## src/rtl/radar_pulse_meas.sv

```systemverilog
// Pulse analyser: measures width/PRI of the pulse gate, captures per-pulse frequency word,
// and classifies CW / plain / stepped / hopping trains from a 4-deep frequency history.
`timescale 1ns/1ps
module radar_pulse_meas #(
  parameter int CNT_W = 26,
  parameter logic [CNT_W-1:0] CW_LIMIT  = CNT_W'(5_000_000),
  parameter logic [CNT_W-1:0] GAP_LIMIT = CNT_W'(50_000_000)
) (
  input  logic             sys_clk,
  input  logic             sys_rst_n,
  input  logic             judge,
  input  logic             pulse_en,
  input  logic [31:0]      fw_in,
  output logic             pdw_valid,
  output logic [CNT_W-1:0] pdw_pw,
  output logic [CNT_W-1:0] pdw_pri,
  output logic [31:0]      pdw_fw,
  output logic [3:0]       mode_det,
  output logic [1:0]       pulse_idx,
  output logic             busy
);

  typedef enum logic [1:0] {S_IDLE, S_HIGH, S_LOW, S_CW} state_t;

  localparam logic [3:0] MODE_CW    = 4'b0001;
  localparam logic [3:0] MODE_PLAIN = 4'b0010;
  localparam logic [3:0] MODE_STEP  = 4'b0100;
  localparam logic [3:0] MODE_HOP   = 4'b1000;

  state_t           state;
  logic             pen_d;
  logic [CNT_W-1:0] pw_cnt, pri_cnt, gap_cnt;
  logic [31:0]      fw_last;
  logic             pend_vld;
  logic [CNT_W-1:0] pend_pw;
  logic [31:0]      pend_fw;
  logic             first_pulse;
  logic [3:0][31:0] hist;
  logic [2:0]       hist_cnt;
  logic             cls_vld;

  logic rise, fall;
  assign rise = pulse_en & ~pen_d;
  assign fall = ~pulse_en & pen_d;
  assign busy = (state != S_IDLE);

  function automatic logic [CNT_W-1:0] sat_inc(input logic [CNT_W-1:0] v);
    return (v == '1) ? v : v + CNT_W'(1);
  endfunction

  // hist[0] is the oldest entry; widened so 3*h0 and 4*h0 cannot wrap into a false match
  logic [33:0] h0_x1, h0_x2, h0_x3, h0_x4;
  logic        h0_nz, is_plain, is_step, is_hop;
  assign h0_x1 = {2'b00, hist[0]};
  assign h0_x2 = h0_x1 << 1;
  assign h0_x3 = h0_x2 + h0_x1;
  assign h0_x4 = h0_x1 << 2;
  assign h0_nz = |hist[0];
  assign is_plain = h0_nz && (hist[1] == hist[0]) && (hist[2] == hist[0]) && (hist[3] == hist[0]);
  assign is_step  = h0_nz && ({2'b00, hist[1]} == h0_x2) && ({2'b00, hist[2]} == h0_x3)
                          && ({2'b00, hist[3]} == h0_x4);
  assign is_hop   = h0_nz && ({2'b00, hist[1]} == h0_x3) && ({2'b00, hist[2]} == h0_x2)
                          && ({2'b00, hist[3]} == h0_x4);

  always_ff @(posedge sys_clk or negedge sys_rst_n) begin
    if (!sys_rst_n) begin
      state <= S_IDLE;   pen_d <= 1'b0;      pw_cnt <= '0;   pri_cnt <= '0;  gap_cnt <= '0;
      fw_last <= '0;     pend_vld <= 1'b0;   pend_pw <= '0;  pend_fw <= '0;  first_pulse <= 1'b0;
      hist <= '0;        hist_cnt <= '0;     cls_vld <= 1'b0;
      pdw_valid <= 1'b0; pdw_pw <= '0;       pdw_pri <= '0;  pdw_fw <= '0;
      mode_det <= '0;    pulse_idx <= '0;
    end else if (judge) begin
      state <= S_IDLE;   pen_d <= 1'b0;      pw_cnt <= '0;   pri_cnt <= '0;  gap_cnt <= '0;
      fw_last <= '0;     pend_vld <= 1'b0;   pend_pw <= '0;  pend_fw <= '0;  first_pulse <= 1'b0;
      hist <= '0;        hist_cnt <= '0;     cls_vld <= 1'b0;
      pdw_valid <= 1'b0; pdw_pw <= '0;       pdw_pri <= '0;  pdw_fw <= '0;
      mode_det <= '0;    pulse_idx <= '0;
    end else begin
      pen_d     <= pulse_en;
      pdw_valid <= 1'b0;
      cls_vld   <= 1'b0;

      // Non-matching windows are expected between aligned groups; they only advance the index
      if (cls_vld) begin
        if (is_plain) begin
          mode_det <= MODE_PLAIN;
        end else if (is_step) begin
          mode_det  <= MODE_STEP;
          pulse_idx <= 2'd3;
        end else if (is_hop) begin
          mode_det  <= MODE_HOP;
          pulse_idx <= 2'd3;
        end else if (mode_det == MODE_STEP || mode_det == MODE_HOP) begin
          pulse_idx <= pulse_idx + 2'd1;
        end
      end

      case (state)
        S_IDLE: begin
          if (rise) begin
            state       <= S_HIGH;
            pw_cnt      <= CNT_W'(1);
            pri_cnt     <= CNT_W'(1);
            fw_last     <= fw_in;
            first_pulse <= 1'b0;
          end
        end
        S_HIGH: begin
          if (fall) begin
            state    <= S_LOW;
            gap_cnt  <= CNT_W'(1);
            pend_vld <= 1'b1;
            pend_pw  <= pw_cnt;
            pend_fw  <= fw_last;
            hist     <= {fw_last, hist[3], hist[2], hist[1]};
            hist_cnt <= (hist_cnt == 3'd4) ? 3'd4 : hist_cnt + 3'd1;
            cls_vld  <= (hist_cnt >= 3'd3);
          end else begin
            fw_last <= fw_in;
            pri_cnt <= sat_inc(pri_cnt);
            if (sat_inc(pw_cnt) >= CW_LIMIT) begin
              state       <= S_CW;
              mode_det    <= MODE_CW;
              hist        <= '0;
              hist_cnt    <= '0;
              pend_vld    <= 1'b0;
              first_pulse <= 1'b1;
            end else begin
              pw_cnt <= sat_inc(pw_cnt);
            end
          end
        end
        S_LOW: begin
          if (rise) begin
            if (pend_vld && !first_pulse) begin
              pdw_valid <= 1'b1;
              pdw_pw    <= pend_pw;
              pdw_pri   <= sat_inc(pri_cnt);
              pdw_fw    <= pend_fw;
            end
            state       <= S_HIGH;
            pend_vld    <= 1'b0;
            first_pulse <= 1'b0;
            pri_cnt     <= CNT_W'(1);
            pw_cnt      <= CNT_W'(1);
            fw_last     <= fw_in;
          end else if (sat_inc(gap_cnt) >= GAP_LIMIT) begin
            state       <= S_IDLE;
            mode_det    <= '0;
            pulse_idx   <= '0;
            hist        <= '0;
            hist_cnt    <= '0;
            pend_vld    <= 1'b0;
            first_pulse <= 1'b1;
          end else begin
            pri_cnt <= sat_inc(pri_cnt);
            gap_cnt <= sat_inc(gap_cnt);
          end
        end
        default: begin
          if (fall) begin
            state   <= S_LOW;
            gap_cnt <= CNT_W'(1);
            pri_cnt <= CNT_W'(1);
          end
        end
      endcase
    end
  end

endmodule

```

## config.mk

```make
export PLATFORM = sky130hd
export DESIGN_NAME = radar_pulse_meas
export DESIGN_NICKNAME = d
export VERILOG_FILES = /design/src/rtl/radar_pulse_meas.sv
export SDC_FILE = /design/constraint.sdc
export NUM_CORES = 1
export LEC_CHECK = 0
export ABC_CLOCK_PERIOD_IN_PS = 5000
export CAP_MARGIN = 0
export CORE_AREA = 8 8 213 215
export CTS_BUF_LIST = sky130_fd_sc_hd__clkbuf_16
export DETAILED_ROUTE_END_ITERATION = 10
export DIE_AREA = 0 0 221 223
export MAX_ROUTING_LAYER = met4
export PLACE_DENSITY = 0.83
export REMOVE_ABC_BUFFERS = 1
export SYNTH_ARGS = -nofsm -noshare
export SYNTH_HDL_FRONTEND = slang
export SYNTH_SLANG_ARGS = --single-unit
```

## constraint.sdc

```tcl
create_clock -name sys_clk -period 5 [get_ports sys_clk]
set_input_delay 1.5 -clock sys_clk [delete_from_list [all_inputs] [get_ports sys_clk]]
set_output_delay 1.5 -clock sys_clk [all_outputs]
set_load 0.01 [all_outputs]
```

==> impl_metrics.env, run 1 <==
export IMPL_power_leakage_nw=11.4
export IMPL_synth_top_cell_area_share=0.400
export IMPL_final_nets=3061
export IMPL_min_delay_start="pend_fw[7]"
export IMPL_hold_path_class="reg -> reg"
export IMPL_synth_area_um2=24800
export IMPL_avgSynthCellArea_um2=8.33
export IMPL_fin_area_um2=27600
export IMPL_synthTopCellsByCount="561 x nand2_1, 396 x dfrtp_1, 276 x nor2_1"
export IMPL_hpwl_um=55800
export IMPL_dr_pass1_iters=8
export IMPL_fin_worst_skew_ns=0.0330
export IMPL_synth_adder_area_share=0.0306
export IMPL_drive_gt1_frac=0.0741
export IMPL_grt_setup_unrepaired="false"
export IMPL_critPathSlowestCell="dfrtp_1"
export IMPL_max_freq_mhz=214
export IMPL_cts_resized=0
export IMPL_crit_start="h0_x1[6]"
export IMPL_start_kind="flop"
export IMPL_portBuffers=127
export IMPL_yosys_top_cells_area="dfrtp_1 40%, nand2_1 8.5%, xnor2_1 7.3%, nor2_1 4.2%, a21oi_1 4.0%"
export IMPL_cellPowerDensity_nw_per_um2=279
export IMPL_grt_overflow=0
export IMPL_cts_htree_levels=2
export IMPL_synthSimpleGateAreaFrac=0.228
export IMPL_drv_cap=0
export IMPL_clkSinkCount=396
export IMPL_via_count=22575
export IMPL_arrival_ns=5.13
export IMPL_cts_tree="done"
export IMPL_synth_cell_types=97
export IMPL_drc=0
export IMPL_finalCritPeriodShare=0.936
export IMPL_synth_edff_count=0
export IMPL_core_um2=42300
export IMPL_hold_viol=0
export IMPL_place_area_um2=26300
export IMPL_total_power_w=0.00769
export IMPL_dieWidth_um=221
export IMPL_n_antenna_cell=0
export IMPL_crit_path_end_kind="flop"
export IMPL_cp_top_family="compound AO/OA/AOI/OAI gates"
export IMPL_rows=76
export IMPL_crit_fanout=10
export IMPL_path_cells="inv_1 > ha_1 > a21o_1 > o2111ai_1 > a21oi_1 > nor2_1 > buf_4 > o41ai_1 > a41oi_2 > xnor2_1 > nor4_1 > nor4b_2 > nor3b_1 > o21ai_0 > a211oi_1"
export IMPL_r2r_start="h0_x1[6]"
export IMPL_cts_max_path_buffers=3
export IMPL_postCtsSetupRepairBufs=0
export IMPL_synth_top_family_by_area="simple AND/OR/NAND/NOR gates"
export IMPL_async_flop_share=1.00
export IMPL_final_max_slew_viol_count=0
export IMPL_die_h_um=223
export IMPL_wire_per_inst_um=22.4
export IMPL_antenna_found_initial=0
export IMPL_min_period_ns=4.68
export IMPL_path_clk_slew_ns=0.06
export IMPL_grt_max_degree=133
export IMPL_synth_compound_area_frac=0.189
export IMPL_cp_num_buf_inv=2
export IMPL_ant_nets=0
export IMPL_cts_root_buf="clkbuf_16"
export IMPL_synthFlopType="dfrtp_1"
export IMPL_areaGrowthSynthToFinish_pct=11.5
export IMPL_clkLatencyLatePin_ns=0.58
export IMPL_critPathRequiredTime_ns=5.45
export IMPL_yosysWarnings=0
export IMPL_viasPerCell=6.38
export IMPL_synth_mux_area_frac=0.00470
export IMPL_die_area_um2=49300
export IMPL_status="finished, final reports clean"
export IMPL_gp_congestion=1.03
export IMPL_yosysSeqAreaShare=0.400
export IMPL_grt_util_all_layers=0.323
export IMPL_path_class="reg -> reg"
export IMPL_cts_buffers=44
export IMPL_cp_slowest_stage_delay_ns=0.66
export IMPL_ctsHoldBuffers=0
export IMPL_grt_pass1_wl_um=125000
export IMPL_totalWireLength_um=79200
export IMPL_synthesis_instances=2972
export IMPL_finalSetupViolations=0
export IMPL_synthXorXnorAreaFrac=0.0936
export IMPL_worst_slew_pin_slew_ns=1.04
export IMPL_vdd_ir_drop_max_v=0.000290
export IMPL_holdWs_ns=0.504
export IMPL_drtIter0Drc=2450
export IMPL_start_util=0.585
export IMPL_yosys_cell_count_top_type="nand2_1"
export IMPL_synth_top_cell_by_area="dfrtp_1"
export IMPL_relSlewSlack=0.309
export IMPL_grt_pass1_vias=21600
export IMPL_io_pins=128
export IMPL_synth_seq_cells=396
[cell type report]
| cell class | instances | area (um2) |
|---|---|---|
| clock inverter | 31 | 250 |
| inverter | 66 | 250 |
| sequential | 396 | 9910 |
| tap | 546 | 683 |
| fill | 3444 | 14700 |
| clock buffer | 44 | 1100 |
| multi-input combinational | 2270 | 13600 |
| timing repair buffer | 187 | 1850 |
[metrics by stage]
step,worst slack [ns],utilization,setup TNS [ns],std cells
5_1_grt,0.0651,0.653,0,3540
3_5_place_dp,0.491,0.621,0,3465
6_report,0.319,0.653,0,3540
4_1_cts,0.436,0.653,0,3540
3_3_place_gp,0.478,0.621,0,3465
2_1_floorplan,-4.76,-,-897.00,2732
[logic make-up (layout without fill, tap and decap cells)]
logic type                 count (synthesis)  after routing
muxes                                     11             11
AOI/OAI and AO/OA                        702            702
xor gates and xnor gates                 260            260
DFF                                      396            396
buffers and inverters                    306            328
and+or+nand+nor                         1237           1237
adders and majority gates                 60             60
[cells in the final DEF, fill, tap and decap left out, types with 6 or more instances in the layout]
cell type and n:
a2111oi_0 10, a211oi_1 29, a21o_1 10, a21oi_1 196
a221oi_1 9, a31o_1 69, a31o_2 63, a31oi_1 24
and2_1 17, and3_1 39, and4_1 12, buf_12 10
buf_4 50, clkbuf_16 44, clkdlybuf4s50_1 125, clkinv_1 9
dfrtp_1 396, ha_1 59, inv_1 74, mux2i_1 6
nand2_1 560, nand2b_1 11, nand3_1 86, nand4_1 74
nand4b_1 6, nor2_1 275, nor2b_1 15, nor3_1 48
nor4_1 23, o2111ai_1 6, o211ai_1 14, o21a_1 8
o21ai_0 149, o21ai_1 8, o22ai_1 10, o31ai_1 26
o41ai_1 10, or3_1 21, xnor2_1 206, xor2_1 51
[worst min-delay path, cell delays in order, from the launching register on]
cell	delay (ns)
dfrtp_1	0.38
nand2_1	0.06
a21oi_1	0.05
[path summary, 6_finish.rpt]
kind | cells past startpoint | slack [ns] | endpoint
max | 15 | 0.32 | mode_det[0]
min | 2 | 0.50 | pdw_fw[7]
max reg2reg | 15 | 0.32 | mode_det[0]
min reg2reg | 2 | 0.50 | pdw_fw[7]
max in group asynchronous | 2 | 2.92 | fw_last[14]
min in group asynchronous | 1 | 0.91 | h0_x1[7]
[registers in the layout, summed over array words and instances (netlist names), 3 cells and up]
| register | count |
|---|---|
| hist | 96 |
| fw_last | 32 |
| h0_x1 | 32 |
| pdw_fw | 32 |
| pend_fw | 32 |
| gap_cnt | 26 |
| pdw_pri | 26 |
| pdw_pw | 26 |
| pend_pw | 26 |
| pri_cnt | 26 |
| pw_cnt | 26 |
| mode_det | 4 |
| hist_cnt | 3 |
[routing by layer]
layer	part of all wire	vias to the layer above	GRT usage
met1	0.41	11062	0.408
met2	0.49	978	0.531
li1	-	10365	-
met3	0.070	170	0.0448
met4	0.038	0	0.116
met5	0	-	-
[power breakdown]
part / switching [W] / internal [W]
registers: 0.0000768 / 0.00328
logic: 0.000916 / 0.000304
clock network: 0.00136 / 0.00176
total: 0.00236 / 0.00534
Power figures use the tool's default switching activity.
==> run 2, diff against run 1 <==
- HOLD_SLACK_MARGIN: unset -> 0.05
==> results of run 2 <==
Same layout as run 1: the final DEF is identical, and so are final timing and power.
==> run 3, diff against run 2 <==
- CTS_BUF_LIST: sky130_fd_sc_hd__clkbuf_16 -> unset
==> impl_metrics.env, run 3 (synthesis gave the netlist of run 1 again) <==
export IMPL_areaGrowthSynthToFinish_pct=11.9
export IMPL_rr_worst_depth=15
export IMPL_grt_setup_unrepaired="false"
export IMPL_cts_resized=0
export IMPL_crit_path_end_kind="flop"
export IMPL_die_h_um=223
export IMPL_power_leakage_nw=11.4
export IMPL_worst_slew_pin_slew_ns=1.04
export IMPL_hold_path_class="reg -> reg"
export IMPL_cts_max_path_buffers=3
export IMPL_min_delay_start="pend_fw[7]"
export IMPL_clkLatencyLatePin_ns=0.58
export IMPL_hold_viol=0
export IMPL_ant_nets=0
export IMPL_groute_layer_met1_usage=0.408
export IMPL_met2_usage=0.532
export IMPL_rows=76
export IMPL_cts_root_buf="clkbuf_16"
export IMPL_arrival_ns=5.09
export IMPL_grt_util_all_layers=0.324
export IMPL_final_nets=3061
export IMPL_viasPerCell=6.36
export IMPL_mostFrequentLayoutCell="nand2_1"
export IMPL_path_cells="inv_1 > ha_1 > a21o_1 > o2111ai_1 > a21oi_1 > nor2_1 > buf_4 > o41ai_1 > a41oi_2 > xnor2_1 > nor4_1 > nor4b_2 > nor3b_1 > o21ai_0 > a211oi_1"
export IMPL_r2r_end="mode_det[0]"
export IMPL_status="finished, final reports clean"
export IMPL_wire_per_inst_um=22.4
export IMPL_n_antenna_cell=0
export IMPL_critPathSlowestCell="dfrtp_1"
export IMPL_finalCritPeriodShare=0.928
export IMPL_final_max_slew_viol_count=0
export IMPL_drive_gt1_frac=0.0768
export IMPL_dp_cells=3465
export IMPL_grt_max_degree=133
export IMPL_final_cell_mix="560 x nand2_1, 396 x dfrtp_1, 275 x nor2_1, 206 x xnor2_1, 196 x a21oi_1"
export IMPL_drv_cap=0
export IMPL_cp_top_family="compound AO/OA/AOI/OAI gates"
export IMPL_grt_overflow=0
export IMPL_dieWidth_um=221
export IMPL_core_um2=42300
export IMPL_dp_worst_setup_slack_ns=0.491
export IMPL_path_clk_slew_ns=0.06
export IMPL_holdWs_ns=0.501
export IMPL_hpwl_um=55800
export IMPL_drc=0
export IMPL_via_count=22499
export IMPL_max_freq_mhz=216
export IMPL_portBuffers=127
export IMPL_ctsHoldBuffers=0
export IMPL_cp_slowest_stage_delay_ns=0.66
export IMPL_antenna_found_initial=0
export IMPL_cts_htree_levels=2
export IMPL_postCtsSetupRepairBufs=0
export IMPL_reg2reg_slack_ns=0.36
export IMPL_path_class="reg -> reg"
export IMPL_die_area_um2=49300
export IMPL_relSlewSlack=0.310
export IMPL_min_to="pdw_fw[7]"
export IMPL_largest_register="hist"
export IMPL_grt_busiest_layer="met2"
export IMPL_finalNonFillerCells=3540
export IMPL_cp_num_buf_inv=2
export IMPL_min_period_ns=4.64
export IMPL_cellPowerDensity_nw_per_um2=283
export IMPL_cts_tree="done"
export IMPL_largest_reg_flops=96
export IMPL_clkSinkCount=396
export IMPL_drtIter0Drc=2543
export IMPL_whs_path_depth=2
export IMPL_start_kind="flop"
export IMPL_grt_pass1_vias=21628
export IMPL_start_util=0.585
export IMPL_io_pins=128
export IMPL_fin_worst_skew_ns=0.0295
export IMPL_setup_ws_ns=0.360
export IMPL_dr_pass1_iters=5
export IMPL_vdd_ir_drop_max_v=0.000292
export IMPL_gp_congestion=1.03
export IMPL_gr_usage_met3=0.0449
export IMPL_totalWireLength_um=79300
export IMPL_cts_buffers=44
export IMPL_r2r_start="h0_x1[6]"
export IMPL_crit_fanout=10
export IMPL_finalSetupViolations=0
export IMPL_critPathRequiredTime_ns=5.45
export IMPL_grt_pass1_wl_um=126000
## run 3: changes by cell type in the layout (fill, tap and decap cells not counted), sizes merged
cell / change
clkbuf: +18
clkinv: -8
inv: -10
## run 3: routing by layer
| metal | share of wire | vias up |
|---|---|---|
| li1 | - | 10351 |
| met1 | 0.41 | 11006 |
| met2 | 0.49 | 958 |
| met3 | 0.069 | 184 |
| met4 | 0.040 | 0 |
| met5 | 0 | - |
## run 3: cell type report
cell class	count	area, um2
multi-input combinational	2270	13600
tap	546	683
clock inverter	13	183
timing repair buffer	187	1850
inverter	66	250
fill	3436	14600
sequential	396	9910
clock buffer	62	1250
## run 3: per-stage QoR
stage	setup TNS, ns	cell area [um2]	utilization	total power, W
global route	0	27700	0.654	0.00812
floorplan	-897.00	23700	-	0.00394
CTS	0	27700	0.654	0.00786
detailed placement	0	26300	0.621	0.00460
finish	0	27700	0.654	0.00784
global placement	0	26300	0.621	0.00456
## run 3: report_power, final
group          switching (W)  internal, W
clock                0.00136      0.00190
sequential         0.0000772      0.00328
combinational       0.000912     0.000304
total                0.00235      0.00548
## run 3: worst register-to-register path, delay by kind of cell, from the launching register on
family	cells	cell delay [ns]
fa+ha+maj	1	0.50
simple gates	4	1.10
xor+xnor	1	0.22
compound gates	7	1.77
flops	1	0.66
buf+inv	2	0.26
## run 3: worst max-delay path by stage
| stage | start | endpoint | cells after the start |
|---|---|---|---|
| 2_1_floorplan | pw_cnt[0] | h0_x1[0] | 12 |
| 3_3_place_gp | h0_x1[6] | mode_det[3] | 15 |
| 3_5_place_dp | h0_x1[6] | mode_det[0] | 15 |
| 4_1_cts | pw_cnt[0] | hist[118] | 15 |
| 5_1_grt | h0_x1[6] | mode_det[0] | 15 |
| 6_report | h0_x1[6] | mode_det[0] | 15 |
